==> config.mk <==
export PLATFORM = sky130hd
export DESIGN_NAME = channelizer_avg_ctrl_flat
export DESIGN_NICKNAME = d
export VERILOG_FILES = /design/src/rtl/channelizer_avg_ctrl_if.sv /design/src/rtl/channelizer_avg_ctrl.sv /design/src/flat_wrapper.sv
export SDC_FILE = /design/constraint.sdc
export NUM_CORES = 1
export LEC_CHECK = 0
export CAP_MARGIN = 20
export CORE_MARGIN = 2
export CORE_UTILIZATION = 45
export CTS_BUF_LIST = sky130_fd_sc_hd__clkbuf_16
export DETAILED_ROUTE_END_ITERATION = 6
export PLACE_DENSITY = 0.77
export SLEW_MARGIN = 5
export SYNTH_ARGS = -nofsm -noshare
export SYNTH_HDL_FRONTEND = slang
export SYNTH_SLANG_ARGS = --single-unit
==> constraint.sdc <==
create_clock -name clk -period 2.9 [get_ports clk]
set_input_delay 0.58 -clock clk [delete_from_list [all_inputs] [get_ports clk]]
set_output_delay 0.58 -clock clk [all_outputs]
set_load 0.02 [all_outputs]
==> src/rtl/channelizer_avg_ctrl_if.sv <==
// Control bundle between the channelizer averaging sequencer and the blocks around it:
// frame-start input, accumulator controls, averaged-spectrum handshake and drop/error status.
interface channelizer_avg_ctrl_if #(
    parameter int BINS   = 4,
    parameter int AVG_W  = 8,
    parameter int DROP_W = 16
);
    localparam int BW = $clog2(BINS);

    logic              fft_ready;
    logic [AVG_W-1:0]  N_AVGS_in;
    logic              acc_en;
    logic              acc_clear;
    logic [BW-1:0]     bin_addr;
    logic [AVG_W-1:0]  frame_idx;
    logic              out_valid;
    logic              out_ready;
    logic              frame_drop;
    logic              frame_err;
    logic [DROP_W-1:0] drop_count;
    logic              busy;

    modport master (
        input  fft_ready, N_AVGS_in, out_ready,
        output acc_en, acc_clear, bin_addr, frame_idx, out_valid,
               frame_drop, frame_err, drop_count, busy
    );

    modport slave (
        output fft_ready, N_AVGS_in, out_ready,
        input  acc_en, acc_clear, bin_addr, frame_idx, out_valid,
               frame_drop, frame_err, drop_count, busy
    );
endinterface

==> src/rtl/channelizer_avg_ctrl.sv <==
// Sequencer for the channelizer binning/averaging datapath: walks bins of each FFT frame,
// counts frames per average period and hands finished averages downstream on valid/ready.
module channelizer_avg_ctrl #(
    parameter int BINS   = 4,
    parameter int AVG_W  = 8,
    parameter int DROP_W = 16
) (
    input  logic                  clk,
    input  logic                  rst,
    channelizer_avg_ctrl_if.master bus
);
    localparam int BW = $clog2(BINS);
    localparam logic [BW-1:0] LAST_BIN = BW'(BINS - 1);

    localparam logic [1:0] IDLE  = 2'd0;
    localparam logic [1:0] ACCUM = 2'd1;
    localparam logic [1:0] DUMP  = 2'd2;

    // A zero frame count would never complete a period, so it is treated as one frame.
    function automatic logic [AVG_W-1:0] navg_sel(input logic [AVG_W-1:0] n);
        return (n == '0) ? AVG_W'(1) : n;
    endfunction

    function automatic logic [DROP_W-1:0] sat_inc(input logic [DROP_W-1:0] v);
        return (&v) ? v : v + DROP_W'(1);
    endfunction

    logic [1:0]        state_p0,      state_p1;
    logic              acc_en_p0,     acc_en_p1;
    logic              acc_clear_p0,  acc_clear_p1;
    logic [BW-1:0]     bin_addr_p0,   bin_addr_p1;
    logic [AVG_W-1:0]  frame_cnt_p0,  frame_cnt_p1;
    logic [AVG_W-1:0]  navg_p0,       navg_p1;
    logic              out_valid_p0,  out_valid_p1;
    logic              frame_drop_p0, frame_drop_p1;
    logic              frame_err_p0,  frame_err_p1;
    logic [DROP_W-1:0] drop_count_p0, drop_count_p1;

    // Stage p0: next control values from current state and this cycle's inputs
    always_comb begin
        state_p0      = state_p1;
        acc_en_p0     = 1'b0;
        acc_clear_p0  = 1'b0;
        bin_addr_p0   = '0;
        frame_cnt_p0  = frame_cnt_p1;
        navg_p0       = navg_p1;
        out_valid_p0  = out_valid_p1;
        frame_drop_p0 = 1'b0;
        frame_err_p0  = 1'b0;
        drop_count_p0 = drop_count_p1;
        case (state_p1)
            IDLE: begin
                if (bus.fft_ready) begin
                    state_p0     = ACCUM;
                    navg_p0      = navg_sel(bus.N_AVGS_in);
                    frame_cnt_p0 = '0;
                    acc_en_p0    = 1'b1;
                    acc_clear_p0 = 1'b1;
                end
            end
            ACCUM: begin
                if (acc_en_p1) begin
                    if (bin_addr_p1 != LAST_BIN) begin
                        acc_en_p0 = 1'b1;
                        if (bus.fft_ready) begin
                            // New frame start while this one is still emitting: restart the period.
                            frame_err_p0 = 1'b1;
                            frame_cnt_p0 = '0;
                            acc_clear_p0 = 1'b1;
                        end else begin
                            bin_addr_p0  = bin_addr_p1 + BW'(1);
                            acc_clear_p0 = acc_clear_p1;
                        end
                    end else if (frame_cnt_p1 == navg_p1 - AVG_W'(1)) begin
                        state_p0     = DUMP;
                        out_valid_p0 = 1'b1;
                        frame_cnt_p0 = '0;
                    end else begin
                        frame_cnt_p0 = frame_cnt_p1 + AVG_W'(1);
                        acc_en_p0    = bus.fft_ready;
                    end
                end else if (bus.fft_ready) begin
                    acc_en_p0 = 1'b1;
                end
            end
            DUMP: begin
                if (bus.out_ready) begin
                    out_valid_p0 = 1'b0;
                    if (bus.fft_ready) begin
                        state_p0     = ACCUM;
                        navg_p0      = navg_sel(bus.N_AVGS_in);
                        frame_cnt_p0 = '0;
                        acc_en_p0    = 1'b1;
                        acc_clear_p0 = 1'b1;
                    end else begin
                        state_p0 = IDLE;
                    end
                end else if (bus.fft_ready) begin
                    frame_drop_p0 = 1'b1;
                    drop_count_p0 = sat_inc(drop_count_p1);
                end
            end
            default: state_p0 = IDLE;
        endcase
    end

    // Stage p1: registered control outputs
    always_ff @(posedge clk) begin
        if (rst) begin
            state_p1      <= IDLE;
            acc_en_p1     <= 1'b0;
            acc_clear_p1  <= 1'b0;
            bin_addr_p1   <= '0;
            frame_cnt_p1  <= '0;
            navg_p1       <= AVG_W'(1);
            out_valid_p1  <= 1'b0;
            frame_drop_p1 <= 1'b0;
            frame_err_p1  <= 1'b0;
            drop_count_p1 <= '0;
        end else begin
            state_p1      <= state_p0;
            acc_en_p1     <= acc_en_p0;
            acc_clear_p1  <= acc_clear_p0;
            bin_addr_p1   <= bin_addr_p0;
            frame_cnt_p1  <= frame_cnt_p0;
            navg_p1       <= navg_p0;
            out_valid_p1  <= out_valid_p0;
            frame_drop_p1 <= frame_drop_p0;
            frame_err_p1  <= frame_err_p0;
            drop_count_p1 <= drop_count_p0;
        end
    end

    assign bus.acc_en     = acc_en_p1;
    assign bus.acc_clear  = acc_clear_p1;
    assign bus.bin_addr   = bin_addr_p1;
    assign bus.frame_idx  = (state_p1 == ACCUM) ? frame_cnt_p1 : '0;
    assign bus.out_valid  = out_valid_p1;
    assign bus.frame_drop = frame_drop_p1;
    assign bus.frame_err  = frame_err_p1;
    assign bus.drop_count = drop_count_p1;
    assign bus.busy       = (state_p1 != IDLE);
endmodule

==> src/flat_wrapper.sv <==
// flat-port wrapper written by rule: the top's interface ports become plain ports
module channelizer_avg_ctrl_flat 
#(
    parameter int BINS   = 4,
    parameter int AVG_W  = 8,
    parameter int DROP_W = 16
)
  (clk, rst, bus_fft_ready, bus_N_AVGS_in, bus_out_ready, bus_acc_en, bus_acc_clear, bus_bin_addr, bus_frame_idx, bus_out_valid, bus_frame_drop, bus_frame_err, bus_drop_count, bus_busy);
  channelizer_avg_ctrl_if #(.BINS(BINS), .AVG_W(AVG_W), .DROP_W(DROP_W)) bus_i ();
  input  logic clk;
  input  logic rst;
  input wire logic [$bits(bus_i.fft_ready)-1:0] bus_fft_ready;
  input wire logic [$bits(bus_i.N_AVGS_in)-1:0] bus_N_AVGS_in;
  input wire logic [$bits(bus_i.out_ready)-1:0] bus_out_ready;
  output wire logic [$bits(bus_i.acc_en)-1:0] bus_acc_en;
  output wire logic [$bits(bus_i.acc_clear)-1:0] bus_acc_clear;
  output wire logic [$bits(bus_i.bin_addr)-1:0] bus_bin_addr;
  output wire logic [$bits(bus_i.frame_idx)-1:0] bus_frame_idx;
  output wire logic [$bits(bus_i.out_valid)-1:0] bus_out_valid;
  output wire logic [$bits(bus_i.frame_drop)-1:0] bus_frame_drop;
  output wire logic [$bits(bus_i.frame_err)-1:0] bus_frame_err;
  output wire logic [$bits(bus_i.drop_count)-1:0] bus_drop_count;
  output wire logic [$bits(bus_i.busy)-1:0] bus_busy;
  assign bus_i.fft_ready = bus_fft_ready;
  assign bus_i.N_AVGS_in = bus_N_AVGS_in;
  assign bus_i.out_ready = bus_out_ready;
  assign bus_acc_en = bus_i.acc_en;
  assign bus_acc_clear = bus_i.acc_clear;
  assign bus_bin_addr = bus_i.bin_addr;
  assign bus_frame_idx = bus_i.frame_idx;
  assign bus_out_valid = bus_i.out_valid;
  assign bus_frame_drop = bus_i.frame_drop;
  assign bus_frame_err = bus_i.frame_err;
  assign bus_drop_count = bus_i.drop_count;
  assign bus_busy = bus_i.busy;
  channelizer_avg_ctrl #(.BINS(BINS), .AVG_W(AVG_W), .DROP_W(DROP_W)) u_core (.clk(clk), .rst(rst), .bus(bus_i));
endmodule
=== Yosys cells after proc, flatten, opt, wreduce, memory -nomap -nowiden ===
Cells that the tools add are included.

* Bits in registers: 41
* Input bits: 12
* Output and inout bits: 32

* Add/sub/neg operators: 4
* Eq/ne operators: 10
* Mux-type cells: 33
* Bitwise logic cells: 6
* Reduce and logical (&&, ||, !) cells: 15

{| class="wikitable"
|+ Operators by type and width
! kind !! count
|-
| $mux 8 || 9
|-
| $pmux 8 s3 || 1
|-
| $add 16x1->16 const B || 1
|-
| $pmux 8 s2 || 1
|-
| $reduce_and 16->1 || 1
|-
| $mux 1 || 13
|-
| $mux 2 || 5
|-
| $reduce_and 5->1 || 2
|-
| $add 8x1->8 const B || 1
|-
| $eq 8x8->1 || 1
|-
| $logic_not 8->1 || 1
|-
| $ne 2x2->1 const B || 4
|-
| $sub 8x1->8 const B || 1
|-
| $not 1->1 || 6
|-
| $pmux 1 s3 || 2
|-
| $pmux 2 s3 || 1
|-
| $reduce_bool 2->1 || 3
|-
| $reduce_or 5->1 || 1
|-
| $ne 2x1->1 const B || 2
|-
| $ne 4x4->1 const B || 1
|-
| $reduce_and 4->1 || 1
|-
| $reduce_or 4->1 || 1
|-
| $reduce_and 3->1 || 1
|-
| $reduce_bool 3->1 || 1
|-
| 7 further kinds || 7
|}

=== Longest topological paths before layout ===
Gate-level depths: netlist (run 1).

* Word-level depth: 6
* Gate-level depth with buffers: 9
* Mapped depth without buffers: 8

=== Worst setup path before layout (run 1) ===
No wires, ideal clock.

* Kind: register to register
* Start: reg u_core.navg_p1[0]
* End: reg u_core.state_p1[1]
* Data arrival time: 2,256 ps
* Slack: 573 ps
* Cell stages (with the launch flop): 9
* Period minus slack after synthesis: 2,327 ps
* Cell sequence: dfxtp_1 > inv_1 > ha_1 > xnor2_1 > a311o_1 > a2111oi_4 > o41ai_4 > or3b_1 > a21oi_1

* Longest elaborated chain between the ends: 4

{| class="wikitable"
|+ Ends and longest elaborated chain
! item !! line !! source
|-
| start: declaration || channelizer_avg_ctrl.sv:33 || <nowiki>logic [AVG_W-1:0] navg_p0, navg_p1;</nowiki>
|-
| start signal: assignment || channelizer_avg_ctrl.sv:126 || <nowiki>navg_p1 <= navg_p0;</nowiki>
|-
| $sub 8x1->8 || channelizer_avg_ctrl.sv:74 || <nowiki>end else if (frame_cnt_p1 == navg_p1 - AVG_W'(1)) begin</nowiki>
|-
| $eq 8x8->1 || channelizer_avg_ctrl.sv:74 ||
|-
| $ne 2x1->1 (no source line) || - ||
|-
| $reduce_and 5->1 (no source line) || - ||
|-
| end signal: assignment || channelizer_avg_ctrl.sv:121 || <nowiki>state_p1 <= state_p0;</nowiki>
|-
| end: declaration || channelizer_avg_ctrl.sv:28 || <nowiki>logic [1:0] state_p0, state_p1;</nowiki>
|}

No other way between the ends.
A chain may end at the register's enable or synchronous reset.

=== Worst setup path after layout (run 1) ===
Ends and elaborated chain as after synthesis.

==> results.md, run 1 <==
* Simple-Gate Fraction of Synth Area at 31.3%
* Switch share at 24.9%
* Ys async rst share at 0%
* Number of warnings issued by yosys at 0
* Largest cells by area after synthesis: dfxtp_1 (37%), nor2_1 (5.0%), nand3_1 (4.8%), a21oi_1 (4.1%), nand2_1 (4.1%)
* Largest net degree at the start of global routing at 41
* Post-synthesis sequential area ratio at 37.4%
* Internal reg-to-reg setup slack at 0.36 ns
* Number of port buffers at 43
* Pleak at 0.970 nW
* Clock sinks at 41
* Number of synthesized flops with an enable pin at 0
* GP Congestion at 0.853
* Mapped Nets at 278
* Metal-1 WL at 2.25 mm
* Peak supply drop at 0.000341 V
* Flop pwr share at 46.4%
* Resized cells post-CTS at 0
* Most frequent cells in the layout: clkdlybuf4s50_1 (43), dfxtp_1 (41), nor2_1 (29)
* Final setup viols at 0
* Synth Area in Compound Gates at 14.8%
* # diodes at 0
* Crit path kind: reg -> reg
* Slew Viols, Final at 0
* Internal at 950 uW
* Worst path slowest cell: dfxtp_1
* Total power at 1.27 mW
* Total wire length at 4.96 mm
* Row count at 25
* Final worst slack at 0.359 ns
* CTS tree: built
* WL/cell at 13.3 um
* Synth cell types at 50
* Clock Path Buffers at 2
* CTS H-tree depth at 2
* Met2 WL post-DR at 2.37 mm
* Mapped cell area at 2200 um2
* Worst-path clk slew at 0.06 ns
* PwrDens at 451 nW/um2
* Synth top area share at 37.4%
* Max stage delay on crit path at 0.42 ns
* Final-stage net count at 320
* DR vias/cell at 5.30
* Pre-CTS setup slack at 0.379 ns
* Initial Util at 46.5%
* Worst skew pair latency at 0.29 ns
* Area added between synthesis and finish at 27.8%
* Core area at 4720 um2
* Max_cap viols at 0
* Syn Area/Cell at 8.38 um2
* Residual DRC at 0
* Status: finished clean
* Die H at 73.9 um
* Logic pwr share at 10.8%
* First-pass GRT wire length at 8.56 mm
* HPWL after detailed placement at 3.33 mm
* Number of CTS-inserted buffers at 5
* I/O pin count at 44
* Largest family of logic cells by synthesized area: simple AND/OR/NAND/NOR gates
* Vias after detailed routing at 1971
* Gr ovfl total at 0
* Tmin final at 2.54 ns
* All-Layer GR Usage at 20.1%
* Final Skew at 0.00421 ns
* Net Sw Power at 315 uW
* Vias in the first global route at 1834
* Setup_tns at 0 ns
* Met3 wire len at 276 um
* Synthesized flop and latch total at 41
* Slew HR at 46.4%
* HP Class: reg -> reg
* Cells after Synth at 262
* Hold_buf cts at 0
* DR pass1 iterations at 4
* Share of cells above drive strength 1 at 6.89%
* CP required at 3.12 ns
* Antenna violations before repair at 0
* Crit path cell chain: inv_1 > ha_1 > xnor2_1 > a311o_1 > a2111oi_4 > o41ai_4 > or3b_1 > a21oi_1
* Die Wd at 73.9 um
* Critical Path AT at 2.76 ns
* Fmax at 0.393 GHz
* Post-route cell area at 2810 um2
* Crit share post-route at 87.6%
* Placed inst area at 2660 um2
* Worst Setup Start Kind: flop
* Slew @ Worst Pin at 0.801 ns
* Worst Path Max Fanout at 17
* Post-CTS Setup Inserts at 0
* Post-layout util at 59.4%
* Most common cell after layout, fill and taps aside: clkdlybuf4s50_1
* Post-synthesis mux area share at 0.456%
* DRT antenna net count at 0
* Die ar. at 5450 um2
* Final hold violation count at 0
* RSZ-0062 raised after global routing: no
* Post-Synth Adder-Cell Area at 2.28%
* CP endpoint kind: flop
* Xor and xnor area share after synthesis at 8.60%
* Prevailing post-synth register cell: dfxtp_1
* 1st-iter DRT viols at 103
* Clock power frac at 42.9%
* Post-synth top area cell: dfxtp_1
* CTS root buf: clkbuf_16
* DR top layer: met4
==> power groups by stage <==
stage          Sequential [mW]  Clock, mW  Combinational [mW]
4_1_cts                  0.587      0.554               0.136
6_report                 0.587      0.542               0.136
2_1_floorplan            0.598          0              0.0960
3_5_place_dp             0.599          0               0.134
5_1_grt                  0.589      0.573               0.149
3_3_place_gp             0.599          0               0.132
==> worst paths after layout <==
| path | start | cells past startpoint | endpoint |
|---|---|---|---|
| setup / recovery | u_core.navg_p1[0]$_SDFFE_PP1P_ | 8 | u_core.state_p1[1]$_SDFFE_PP0P_ |
| hold / removal | u_core.bus.out_valid$_SDFFE_PP0P_ | 2 | u_core.bus.out_valid$_SDFFE_PP0P_ |
| setup reg to reg | u_core.navg_p1[0]$_SDFFE_PP1P_ | 8 | u_core.state_p1[1]$_SDFFE_PP0P_ |
| hold reg to reg | u_core.bus.out_valid$_SDFFE_PP0P_ | 2 | u_core.bus.out_valid$_SDFFE_PP0P_ |
==> synthesized netlist by cell type (2+ instances only) <==
master    count
a21oi_1      18
o211ai_1      2
xnor2_1      10
nand3_1      21
and3_1        2
a32oi_1       2
nand4b_1      2
buf_6         4
nand2_1      24
nor2b_1       2
nand3b_1      4
ha_1          4
and4_1        3
xor2_1        9
and2_1        8
inv_1         6
o21ai_0       5
or3_1         4
or2_2         3
nor4b_1       2
nor4_1        3
nor2_1       29
nor3b_1       2
nand4_1      10
clkbuf_1      8
dfxtp_1      41
a31oi_1       7
nor3_1        5
==> flip-flops by register name, indices dropped and copies added, names as in the netlist <==
register               flops
u_core.bus.acc_en          1
u_core.bus.drop_count     16
u_core.state_p1            2
u_core.bus.frame_drop      1
u_core.navg_p1             8
u_core.bus.out_valid       1
u_core.bus.acc_clear       1
u_core.bus.frame_err       1
u_core.bus.bin_addr        2
u_core.frame_cnt_p1        8
==> area by class of cell <==
type	count	area, um2
multi-input cells	201	1260
well taps	67	83.8
fillers	422	1920
clock buffers	5	125
inverters	6	22.5
flip-flops and latches	41	821
clock inverters	3	18.8
repair buffers	49	475
==> worst max-delay path, delay by kind of cell, from the launching register on <==
family                     cells  cell delay [ns]
AOI/OAI and AO/OA              4             1.13
adders and majority gates      1             0.30
xor gates and xnor gates       1             0.13
DFF                            1             0.42
and+or+nand+nor                1             0.42
buffers and inverters          1             0.07
==> per-layer routing <==
layer | up-vias | track usage (%)
li1 | 1024 | -
met1 | 893 | 25.5
met2 | 44 | 32.3
met3 | 10 | 6.17
met4 | 0 | 6.46
met5 | - | 0
==> stage by stage <==
step                      cells  hold WS (ns)
after CTS                   372         0.464
after detailed placement    364         0.453
final                       372         0.461
after floorplan             262         0.469
after global routing        372         0.479
after global placement      364         0.455
==> cell families (layout without fill, tap and decap cells) <==
kind of cell             count (synthesis)  count (layout)
flip-flops                              41              41
adder cells (fa/ha/maj)                  4               4
XOR/XNOR                                20              20
multiplexers                             1               1
AO/OA/AOI/OAI                           46              46
AND/OR/NAND/NOR                        130             130
buffers and inverters                   20              63
Power figures use the tool's default switching activity.
==> inputs of run 2 (changes only) <==
--- a/config.mk
+++ b/config.mk
@@ -11,7 +11,7 @@
 export CTS_BUF_LIST = sky130_fd_sc_hd__clkbuf_16
 export DETAILED_ROUTE_END_ITERATION = 6
 export PLACE_DENSITY = 0.77
-export SLEW_MARGIN = 5
+export SLEW_MARGIN = 20
 export SYNTH_ARGS = -nofsm -noshare
 export SYNTH_HDL_FRONTEND = slang
 export SYNTH_SLANG_ARGS = --single-unit
==> results of run 2 <==
The final DEF is identical to that of run 1; final timing and power are the same.
==> inputs of run 3 (changes only) <==
--- a/config.mk
+++ b/config.mk
@@ -9,8 +9,9 @@
 export CORE_MARGIN = 2
 export CORE_UTILIZATION = 45
 export CTS_BUF_LIST = sky130_fd_sc_hd__clkbuf_16
+export CTS_CLUSTER_DIAMETER = 30
 export DETAILED_ROUTE_END_ITERATION = 6
-export PLACE_DENSITY = 0.77
+export PLACE_DENSITY_LB_ADDON = 0.1
 export SLEW_MARGIN = 20
 export SYNTH_ARGS = -nofsm -noshare
 export SYNTH_HDL_FRONTEND = slang
==> run 3 against run 2 <==
Against the previous run: cell area rose by 1.2%; non-clock buffer count rose by 1; combinational power barely moved; critical path type unchanged; critical endpoint unchanged.
==> results.md, run 3 (synthesis gave the netlist of run 1 again) <==
* Status: finished clean (unchanged)
* Share of cells above drive strength 1 at 7.52% (was 6.89%)
* Worst skew pair latency at 0.29 ns (about the same)
* Worst Hold End: u_core.bus.out_valid$_SDFFE_PP0P_ (unchanged)
* Slew Viols, Final at 0 (unchanged)
* Post-CTS Setup Inserts at 0 (unchanged)
* Hold_buf cts at 0 (unchanged)
* Die Wd at 73.9 um (unchanged)
* Die ar. at 5450 um2 (unchanged)
* Total power at 1.36 mW (was 1.27 mW)
* Max stage delay on crit path at 0.43 ns (was 0.42 ns)
* Clock sinks at 41 (unchanged)
* Most frequent cells in the layout: clkdlybuf4s50_1 (43), dfxtp_1 (41), nor2_1 (29) (unchanged)
* Final setup viols at 0 (unchanged)
* Vias in the first global route at 1807 (was 1834)
* Fmax at 0.386 GHz (was 0.393 GHz)
* Reg2Reg Launch Point: u_core.navg_p1[0]$_SDFFE_PP1P_ (unchanged)
* Worst Path Max Fanout at 17 (unchanged)
* Row count at 25 (unchanged)
* Max_cap viols at 0 (unchanged)
* Pre-CTS setup slack at 0.324 ns (was 0.379 ns)
* Number of CTS-inserted buffers at 5 (unchanged)
* Final worst slack at 0.307 ns (was 0.359 ns)
* Final Skew at 0.00437 ns (was 0.00421 ns)
* Clock Path Buffers at 2 (unchanged)
* Slew HR at 41.7% (was 46.4%)
* All-Layer GR Usage at 19.9% (was 20.1%)
* CP required at 3.11 ns (was 3.12 ns)
* RSZ-0062 raised after global routing: no (unchanged)
* 1st-iter DRT viols at 93 (was 103)
* Vias after detailed routing at 2039 (was 1971)
* Worst path slowest cell: or3b_1 (was dfxtp_1)
* GP Congestion at 0.868 (was 0.853)
* Die H at 73.9 um (unchanged)
* First-pass GRT wire length at 8.38 mm (was 8.56 mm)
* DR pass1 iterations at 4 (unchanged)
* Tmin final at 2.59 ns (was 2.54 ns)
* Final hold violation count at 0 (unchanged)
* Min-delay src: u_core.bus.out_valid$_SDFFE_PP0P_ (unchanged)
* Post-layout util at 60.2% (was 59.4%)
* R2R depth at 8 (unchanged)
* Pleak at 0.988 nW (was 0.970 nW)
* Kind of cell adding the most delay to the critical path: compound AO/OA/AOI/OAI gates (unchanged)
* CTS tree: built (unchanged)
* # diodes at 0 (unchanged)
* PwrDens at 479 nW/um2 (was 451 nW/um2)
* Crit share post-route at 89.4% (was 87.6%)
* I/O pin count at 44 (unchanged)
* Gr ovfl total at 0 (unchanged)
* Worst-path clk slew at 0.06 ns (about the same)
* CTS H-tree depth at 2 (unchanged)
* CTS root buf: clkbuf_16 (unchanged)
* Final-stage net count at 321 (was 320)
* HP Class: reg -> reg (unchanged)
* Resized cells post-CTS at 0 (unchanged)
* Core area at 4720 um2 (unchanged)
* Fillers at 440 (was 422)
* WHS Path Cells at 2 (unchanged)
* Residual DRC at 0 (unchanged)
* Crit path cell chain: inv_1 > ha_1 > xnor2_1 > a311o_1 > a2111oi_4 > o41ai_4 > or3b_1 > a21oi_1 (unchanged)
* HPWL after detailed placement at 3.51 mm (was 3.33 mm)
* Antenna violations before repair at 0 (unchanged)
* Total wire length at 5.06 mm (was 4.96 mm)
* Area added between synthesis and finish at 29.4% (was 27.8%)
* Buffers plus inverters on the worst setup path at 1 (unchanged)
* Setup_tns at 0 ns (unchanged)
* CP endpoint kind: flop (unchanged)
* Initial Util at 46.5% (unchanged)
* R2R Path End: u_core.state_p1[1]$_SDFFE_PP0P_ (unchanged)
* Worst Setup Start Kind: flop (unchanged)
* DR vias/cell at 5.47 (was 5.30)
* Largest register FFs at 16 (unchanged)
* Most common cell after layout, fill and taps aside: clkdlybuf4s50_1 (unchanged)
* Critical Path AT at 2.80 ns (was 2.76 ns)
* Crit path kind: reg -> reg (unchanged)
* WL/cell at 13.6 um (was 13.3 um)
* DRT antenna net count at 0 (unchanged)
* Peak supply drop at 0.000334 V (was 0.000341 V)
* Largest net degree at the start of global routing at 18 (was 41)
* Internal reg-to-reg setup slack at 0.31 ns (was 0.36 ns)
* Slew @ Worst Pin at 0.872 ns (was 0.801 ns)
* Number of port buffers at 43 (unchanged)
==> run 3: how the worst max path moves through the flow <==
stage | startpoint | to | slack, ns | cells after the start
2_1_floorplan | u_core.navg_p1[0]$_SDFFE_PP1P_ | u_core.state_p1[1]$_SDFFE_PP0P_ | 0.57 | 8
3_3_place_gp | u_core.navg_p1[0]$_SDFFE_PP1P_ | u_core.state_p1[1]$_SDFFE_PP0P_ | 0.40 | 8
3_5_place_dp | u_core.navg_p1[0]$_SDFFE_PP1P_ | u_core.state_p1[1]$_SDFFE_PP0P_ | 0.32 | 8
4_1_cts | u_core.navg_p1[0]$_SDFFE_PP1P_ | u_core.state_p1[1]$_SDFFE_PP0P_ | 0.30 | 8
5_1_grt | u_core.navg_p1[0]$_SDFFE_PP1P_ | u_core.state_p1[0]$_SDFFE_PP0P_ | 0.20 | 6
6_report | u_core.navg_p1[0]$_SDFFE_PP1P_ | u_core.state_p1[1]$_SDFFE_PP0P_ | 0.31 | 8
==> run 3: cell type report <==
cell class	instances	area (um2)	share of cell area, %
Sequential cell	41	821	28.9
Clock inverter	3	46.3	1.63
Multi-Input combinational cell	201	1260	44.3
Clock buffer	5	125	4.40
Inverter	6	22.5	0.793
Timing Repair Buffer	50	483	17.0
Tap cell	67	83.8	2.95
==> run 3: metrics by stage <==
| step | hold WS (ns) | area, um2 | instances |
|---|---|---|---|
| global route | 0.490 | 2840 | 373 |
| CTS | 0.461 | 2840 | 373 |
| global placement | 0.451 | 2670 | 365 |
| floorplan | 0.469 | 2200 | 262 |
| detailed placement | 0.452 | 2670 | 365 |
| finish | 0.455 | 2840 | 373 |
==> run 3: layer usage <==
metal,vias up,wire (um),GRT usage (%)
met5,-,0,0
met2,38,2380,30.6
met3,9,205,5.62
li1,1031,-,-
met1,961,2380,26.5
met4,0,88,7.68
==> run 3: power by group <==
group          total, mW  switching [mW]  internal [mW]
clock              0.636           0.229          0.407
combinational      0.139          0.0771         0.0616
sequential         0.586          0.0127          0.574
total               1.36           0.319           1.04
==> run 3: worst register-to-register path, cell delays in order (launching register included) <==
cell and delay, ns:
dfxtp_1 0.41, inv_1 0.07, ha_1 0.30, xnor2_1 0.13, a311o_1 0.36, a2111oi_4 0.38, o41ai_4 0.27, or3b_1 0.44
a21oi_1 0.16
